==> src/rtl/ball_pkg.sv <==
// ---------------------------------------------------------------------------
// ball_pkg
// Shared definitions for the ball subsystem: the direction-control state
// encoding and the screen geometry used by the ball position, paddle, brick
// and direction-control blocks.
//
// Geometry constants are 11 bits wide so that coordinate sums such as
// y + BALL_SIZE can be formed without wrapping a 10-bit pixel coordinate.
// ---------------------------------------------------------------------------
package ball_pkg;

  typedef enum logic [2:0] {
    IDLE   = 3'd0,
    RUN    = 3'd1,
    DECIDE = 3'd2,
    MOVE   = 3'd3,
    LOST   = 3'd4
  } state_e;

  // Pixel coordinates as delivered by the position counters.
  localparam int unsigned COORD_W = 10;
  typedef logic [COORD_W-1:0] coord_t;

  // Coordinates widened by one bit for overflow-free sums and compares.
  typedef logic [COORD_W:0] coord_ext_t;

  localparam coord_ext_t X_MAX     = 11'd639; // rightmost pixel column
  localparam coord_ext_t Y_MAX     = 11'd479; // bottom pixel row
  localparam coord_ext_t BALL_SIZE = 11'd4;   // ball edge length
  localparam coord_ext_t PADDLE_Y  = 11'd460; // top row of the paddle
  localparam coord_ext_t PADDLE_W  = 11'd40;  // paddle width

  // Zero-extend a pixel coordinate into the wide arithmetic domain.
  function automatic coord_ext_t ext(input coord_t v);
    return {1'b0, v};
  endfunction

endpackage

==> src/rtl/step_tick.sv <==
// ---------------------------------------------------------------------------
// step_tick
// Free-running divider that paces ball steps. Counts 0..TICK_DIV-1 while
// enabled and wraps to 0 on the terminal count, which it flags with a
// one-cycle pulse. A synchronous clear forces the count back to 0.
//
// Ports:
//   clk     in  system clock, rising edge
//   reset   in  asynchronous, active-high
//   en_i    in  count enable
//   clr_i   in  synchronous clear (takes priority over en_i)
//   tick_o  out terminal-count pulse, high while enabled at TICK_DIV-1
// ---------------------------------------------------------------------------
module step_tick #(
  parameter int unsigned TICK_DIV = 500000
) (
  input  logic clk,
  input  logic reset,
  input  logic en_i,
  input  logic clr_i,
  output logic tick_o
);

  localparam int unsigned CNT_W = (TICK_DIV > 1) ? $clog2(TICK_DIV) : 1;
  localparam logic [CNT_W-1:0] TERM = CNT_W'(TICK_DIV - 1);

  logic [CNT_W-1:0] cnt_q, cnt_d;

  assign tick_o = en_i && (cnt_q == TERM);

  // NOTE: every signal written in always_comb gets a default first so no
  // path leaves it unassigned, which would infer a latch.
  always_comb begin
    cnt_d = cnt_q;
    if (clr_i) begin
      cnt_d = '0;
    end else if (en_i) begin
      cnt_d = tick_o ? '0 : cnt_q + CNT_W'(1);
    end
  end

  // NOTE: sequential state uses non-blocking assignments so every register
  // samples pre-edge values regardless of block evaluation order.
  always_ff @(posedge clk or posedge reset) begin
    if (reset) cnt_q <= '0;
    else       cnt_q <= cnt_d;
  end

endmodule

==> src/rtl/ball_dir_ctrl.sv <==
// ---------------------------------------------------------------------------
// ball_dir_ctrl
// Ball direction controller. Paces ball steps, decides reflections off the
// walls, paddle and bricks once per step, emits the move enable and the
// direction bits consumed by the position counters, and flags a lost ball.
//
// Ports:
//   clk          in   system clock, rising edge
//   reset        in   asynchronous, active-high; clears all state
//   start        in   one-cycle pulse; launches the ball from IDLE
//   x, y         in   current ball left column / top row
//   paddle_x     in   paddle left column
//   brick_hit_x  in   pulse: brick struck on a vertical face
//   brick_hit_y  in   pulse: brick struck on a horizontal face
//   move_en      out  one-cycle pulse; position counters step once
//   x_du         out  x direction (1 = right / increment)
//   y_du         out  y direction (1 = down / increment)
//   lost         out  one-cycle pulse; ball passed the paddle
//   running      out  high while in RUN, DECIDE or MOVE
// ---------------------------------------------------------------------------
module ball_dir_ctrl
  import ball_pkg::*;
#(
  parameter int unsigned TICK_DIV = 500000
) (
  input  logic         clk,
  input  logic         reset,
  input  logic         start,
  input  logic [9:0]   x,
  input  logic [9:0]   y,
  input  logic [9:0]   paddle_x,
  input  logic         brick_hit_x,
  input  logic         brick_hit_y,
  output logic         move_en,
  output logic         x_du,
  output logic         y_du,
  output logic         lost,
  output logic         running
);

  state_e state_q, state_d;
  logic   x_du_q, x_du_d;
  logic   y_du_q, y_du_d;
  logic   brick_x_q, brick_x_d;
  logic   brick_y_q, brick_y_d;
  logic   move_en_q, lost_q, running_q;
  logic   tick;

  // -------------------------------------------------------------------------
  // Step pacing: counts only in RUN; the launch from IDLE restarts the count.
  // -------------------------------------------------------------------------
  step_tick #(
    .TICK_DIV (TICK_DIV)
  ) u_step_tick (
    .clk    (clk),
    .reset  (reset),
    .en_i   (state_q == RUN),
    .clr_i  ((state_q == IDLE) && start),
    .tick_o (tick)
  );

  // -------------------------------------------------------------------------
  // Geometry tests, all in 11-bit arithmetic.
  // -------------------------------------------------------------------------
  coord_ext_t x_e, y_e, px_e, x_far, y_far;

  assign x_e   = ext(x);
  assign y_e   = ext(y);
  assign px_e  = ext(paddle_x);
  assign x_far = x_e + BALL_SIZE;
  assign y_far = y_e + BALL_SIZE;

  logic hit_bottom, hit_paddle, hit_top, hit_right, hit_left;

  assign hit_bottom = y_du_q && (y_far >= Y_MAX);
  // Ball bottom edge sits exactly on the paddle top and the spans overlap.
  assign hit_paddle = y_du_q && (y_far == PADDLE_Y) &&
                      (x_far > px_e) && (x_e < px_e + PADDLE_W);
  assign hit_top    = !y_du_q && (y_e == '0);
  assign hit_right  = x_du_q && (x_far >= X_MAX);
  assign hit_left   = !x_du_q && (x_e == '0);

  // -------------------------------------------------------------------------
  // State machine and direction update.
  // -------------------------------------------------------------------------
  logic x_refl, y_refl;

  always_comb begin
    state_d = state_q;
    x_du_d  = x_du_q;
    y_du_d  = y_du_q;
    x_refl  = 1'b0;
    y_refl  = 1'b0;

    unique case (state_q)
      IDLE: begin
        if (start) begin
          state_d = RUN;
          x_du_d  = 1'b1;
          y_du_d  = 1'b0;
        end
      end

      RUN: begin
        if (tick) state_d = DECIDE;
      end

      DECIDE: begin
        if (hit_bottom) begin
          state_d = LOST;
        end else begin
          state_d = MOVE;

          if (hit_paddle) begin
            y_du_d = 1'b0;
            y_refl = 1'b1;
          end else if (hit_top) begin
            y_du_d = 1'b1;
            y_refl = 1'b1;
          end

          if (hit_right) begin
            x_du_d = 1'b0;
            x_refl = 1'b1;
          end else if (hit_left) begin
            x_du_d = 1'b1;
            x_refl = 1'b1;
          end

          // A brick only flips an axis that a wall or the paddle has not
          // already reflected, so each axis turns at most once per step.
          if (brick_x_q && !x_refl) x_du_d = !x_du_q;
          if (brick_y_q && !y_refl) y_du_d = !y_du_q;
        end
      end

      MOVE:    state_d = RUN;
      LOST:    state_d = IDLE;
      default: state_d = IDLE;
    endcase
  end

  // -------------------------------------------------------------------------
  // Sticky brick flags: captured while the ball is in play, consumed on
  // DECIDE exit, dropped in LOST. A strobe coincident with the clear wins.
  // -------------------------------------------------------------------------
  logic brick_accept, brick_clear;

  assign brick_accept = (state_q == RUN) || (state_q == DECIDE) || (state_q == MOVE);
  assign brick_clear  = (state_q == DECIDE) || (state_q == LOST);

  always_comb begin
    brick_x_d = (brick_accept && brick_hit_x) || (brick_x_q && !brick_clear);
    brick_y_d = (brick_accept && brick_hit_y) || (brick_y_q && !brick_clear);
  end

  // -------------------------------------------------------------------------
  // Registers. Output strobes are registered from the next state so they
  // coincide exactly with the MOVE / LOST cycles.
  // -------------------------------------------------------------------------
  always_ff @(posedge clk or posedge reset) begin
    if (reset) begin
      state_q   <= IDLE;
      x_du_q    <= 1'b1;
      y_du_q    <= 1'b0;
      brick_x_q <= 1'b0;
      brick_y_q <= 1'b0;
      move_en_q <= 1'b0;
      lost_q    <= 1'b0;
      running_q <= 1'b0;
    end else begin
      state_q   <= state_d;
      x_du_q    <= x_du_d;
      y_du_q    <= y_du_d;
      brick_x_q <= brick_x_d;
      brick_y_q <= brick_y_d;
      move_en_q <= (state_d == MOVE);
      lost_q    <= (state_d == LOST);
      running_q <= (state_d == RUN) || (state_d == DECIDE) || (state_d == MOVE);
    end
  end

  assign move_en = move_en_q;
  assign lost    = lost_q;
  assign running = running_q;
  assign x_du    = x_du_q;
  assign y_du    = y_du_q;

endmodule

==> config.mk <==
export PLATFORM = sky130hd
export DESIGN_NAME = ball_dir_ctrl
export DESIGN_NICKNAME = d
export VERILOG_FILES = /design/src/rtl/ball_pkg.sv /design/src/rtl/step_tick.sv /design/src/rtl/ball_dir_ctrl.sv
export SDC_FILE = /design/constraint.sdc
export NUM_CORES = 1
export LEC_CHECK = 0
export ABC_CLOCK_PERIOD_IN_PS = 2650
export CORE_MARGIN = 1.5
export CORE_UTILIZATION = 30
export DETAILED_ROUTE_END_ITERATION = 8
export GPL_TIMING_DRIVEN = 0
export PLACE_DENSITY_LB_ADDON = 0.1
export REMOVE_ABC_BUFFERS = 1
export SLEW_MARGIN = 10
export SYNTH_ARGS = -nofsm -noshare
export SYNTH_HDL_FRONTEND = slang
export SYNTH_SLANG_ARGS = --single-unit
==> constraint.sdc <==
create_clock -name clk -period 2.65 [get_ports clk]
set_input_delay 0.53 -clock clk [delete_from_list [all_inputs] [get_ports clk]]
set_output_delay 0.53 -clock clk [all_outputs]
set_load 0.005 [all_outputs]
==> run summary <==
The height of the die is 93.1 µm. The total number of clock tree sinks is 29. The worst register-to-register path has a depth of 7. The number of antenna violations at the first check in global routing came out at 0.

The number of routed nets with antenna violations came out at 0. The pin count of the biggest net entering global routing came out at 30. The number of hold violations in the final report came to 0.

The post-placement setup slack is -436 ps. The count of synthesis-stage warnings from yosys came out at 0. The endpoint identified for the worst register-to-register timing path is u_step_tick.cnt_q[4]. Of the available clock period, the critical path in the final layout requires 0.943.

The port buffer count came out at 39. The final wirelength came out at 5.61 mm. The violation count after the first detailed-route iteration is 86. The maximum clock path buffer count is 2. The library cells used most frequently in the layout, excluding fill and tap cells, are 34 x sky130_fd_sc_hd__nor2_1, 30 x sky130_fd_sc_hd__clkdlybuf4s50_1, 28 x sky130_fd_sc_hd__dfrtp_1.

The standby leakage power came out at 1.31 nW. At the later pin of the worst-skew pair, clock insertion delay measures 270 ps. The fraction of synthesized cell area in xor and xnor cells came out at 0.0936.

The number of max-slew violations in the final report is 0. The adder-cell area share of the yosys netlist came out at 0.134. The count of flip-flops with a built-in enable after synthesis is 0. The number of instances on the worst hold path came out at 1. The post-CTS repair timing setup buffer count came out at 0. The maximum operating frequency is 0.400 GHz. The number of iterations in the first detailed-routing pass came out at 4.

The core outline area is 7810 µm². The combinational family with the most area after synthesis is simple AND/OR/NAND/NOR gates. The number of clock buffers inserted by TritonCTS came out at 5. The most used flip-flop cell after synthesis is sky130_fd_sc_hd__dfrtp_1. The routability congestion estimate came out at 0.822. After global routing the overflow that remains totals 0. The layout filler cell count is 827.

The commonest non-fill, non-tap cell in the layout is sky130_fd_sc_hd__nor2_1. For this run, asynchronously set or reset flops after synthesis account for 1.00. The final core area utilization is 0.390. Of the total synthesized cell area, the portion taken by AND, OR, NAND and NOR gates is 0.264. STA classifies the critical path endpoint as a flop.

The detailed-placement wirelength estimate is 4.41 mm. The count of different cell masters after synthesis is 53. Clock tree synthesis selected as its root buffer the cell sky130_fd_sc_hd__clkbuf_8.

The total of max-cap violations came out at 0. The critical path arrival is 2680 ps. The maximum fanout count along the critical path came out at 6. The post-route minimum period is 2500 ps. The number of nets in the layout is 391. The setup TNS after final layout came out at 0 ps. The detail-routed via count per cell came out at 4.99. The worst register-to-register path begins at u_step_tick.cnt_q[0]. Setup repair after global routing left no endpoint under its margin. From left edge to right edge, the die measures 93.1 µm.

In the final layout, the share of cells above drive strength 1 is 0.0515. The largest vdd supply drop is 0.169 mV. The die covers 8660 µm². The number of H-tree branching levels is 2.

The fraction of the mapped netlist area in compound gates came out at 0.160. The data required time of the worst path came out at 2830 ps. Once placement finished, the instance area stood at 2920 µm². For this design the ratio of total power to cell area is 341 nW/µm². The repair_antennas step left the layout with diodes totalling 0.

The initial core utilization came out at 0.312. The critical path ends at x_du. The number of ports placed on the die boundary is 40. The worst setup path is launched from an input port.

Across the routed clock network, the largest skew measured is 2.45 ps. The cell area that synthesis handed to floorplanning was 2430 µm². The synthesized instance count came out at 290. The slew at the pin closest to its max-slew limit came out at 1070 ps. In the global route stage, overall resource usage came out at 0.142.

The count of unresolved DRC violations after routing is 0. TritonCTS built the clock tree. The via count of the first global-routing pass came out at 2200. The sequential element share of the synthesized area came out at 0.299. Setup violations remaining at the end of the flow were counted as 0. The final routed wire length divided by cell count came out at 13.0 µm.

In this run the worst hold path is classified as reg2reg. The startpoint-to-endpoint class of the critical path is in2reg. After routing the design area is 3050 µm². The global-route wire length before repair is 9.82 mm. Measured against the total synthesized area, the mux share comes to 0.00411. The worst hold path begins at u_step_tick.cnt_q[18]. The design draws 1.04 mW. The flow ran to the end, and the final reports show no timing, DRC or antenna violations. The layout-stage area growth over the synthesis result came out at 25.2%. After synthesis, the mean cell area works out to 8.39 µm². The number of vias after detailed routing is 2157.

Clock-pin slew was measured on the worst setup and hold paths at 60 ps. The number of placement rows is 32. The worst-case headroom to the max-slew limit came out at 0.285. The register-to-register path setup slack is 560 ps. The worst setup margin came out at 150 ps.

The flop and latch count out of synthesis came out at 29. In this run the worst setup path begins at x[2].
[worst min path at each step]
stage | slack, ps | to
after floorplan | 440 | u_step_tick.cnt_q[18]
after global routing | 510 | u_step_tick.cnt_q[18]
after global placement | 470 | u_step_tick.cnt_q[18]
after CTS | 490 | u_step_tick.cnt_q[18]
after detailed placement | 480 | u_step_tick.cnt_q[18]
final | 490 | u_step_tick.cnt_q[18]
[power breakdown]
part           total [mW]  switching, mW  leakage [nW]  internal (mW)
clock network       0.367          0.161        0.0443          0.206
registers           0.446        0.00198         0.359          0.444
logic               0.226          0.115         0.907          0.111
[routing by layer]
metal / up-vias / track usage / part of all wire
li1: 1123 / - / -
met1: 995 / 0.180 / 0.49
met2: 34 / 0.248 / 0.47
met3: 5 / 0.0228 / 0.029
met4: 0 / 0.0379 / 0.010
met5: - / 0 / 0
[registers in the layout, summed over array words and instances, names as in the netlist]
register,count
brick_x_q,1
brick_y_q,1
u_step_tick.cnt_q,19
state_q,3
lost,1
y_du,1
move_en,1
running,1
x_du,1
[layout make-up]
cell class,count,area (µm²),share of cell area
Multi-Input combinational cell,233,1630,0.535
Sequential cell,29,727,0.239
Timing Repair Buffer,39,394,0.129
Tap cell,102,128,0.0419
Clock buffer,7,86.3,0.0283
Inverter,22,82.6,0.0271
[cells by family (layout without fill, tap and decap cells)]
group | count (synthesis) | after routing
AOI/OAI and AO/OA | 59 | 59
DFF | 29 | 29
muxes | 1 | 1
and+or+nand+nor | 121 | 121
adders and majority gates | 26 | 26
buffers and inverters | 28 | 68
xor gates and xnor gates | 26 | 26
[critical path: stages]
cell	delay, ps
sky130_fd_sc_hd__dlygate4sd2_1	320
sky130_fd_sc_hd__inv_1	140
sky130_fd_sc_hd__ha_1	330
sky130_fd_sc_hd__nor2b_1	140
sky130_fd_sc_hd__o2111ai_1	200
sky130_fd_sc_hd__and3b_1	200
sky130_fd_sc_hd__or3_1	340
sky130_fd_sc_hd__a221oi_1	320
sky130_fd_sc_hd__o31ai_2	90
sky130_fd_sc_hd__o31ai_1	70
[metrics by stage]
| step | std cells | hold WS, ps |
|---|---|---|
| after CTS | 432 | 489 |
| after floorplan | 284 | 445 |
| after global routing | 432 | 509 |
| after global placement | 425 | 472 |
| final | 432 | 494 |
| after detailed placement | 425 | 476 |
[cell usage after synthesis (5+ instances only)]
cell type / count / share of area
sky130_fd_sc_hd__nor2_1: 34 / 0.052
sky130_fd_sc_hd__dfrtp_1: 28 / 0.29
sky130_fd_sc_hd__ha_1: 26 / 0.13
sky130_fd_sc_hd__inv_1: 22 / 0.034
sky130_fd_sc_hd__nand3_1: 22 / 0.045
sky130_fd_sc_hd__o21ai_0: 15 / 0.031
sky130_fd_sc_hd__a21oi_1: 14 / 0.029
sky130_fd_sc_hd__xor2_1: 14 / 0.050
sky130_fd_sc_hd__nand2_1: 13 / 0.020
sky130_fd_sc_hd__nand4_1: 12 / 0.031
sky130_fd_sc_hd__xnor2_1: 12 / 0.043
sky130_fd_sc_hd__nor3_1: 6 / 0.012
sky130_fd_sc_hd__nor2b_1: 5 / 0.013
sky130_fd_sc_hd__o21a_1: 5 / 0.015
[repair_timing]
action | in CTS | in global routing
gates resized for setup | 7 | 8
hold buffers | 0 | 0
endpoints found under the setup margin | 2 | 3
pin swaps | 0 | 0
No activity file was read; power rests on OpenSTA's default activity.
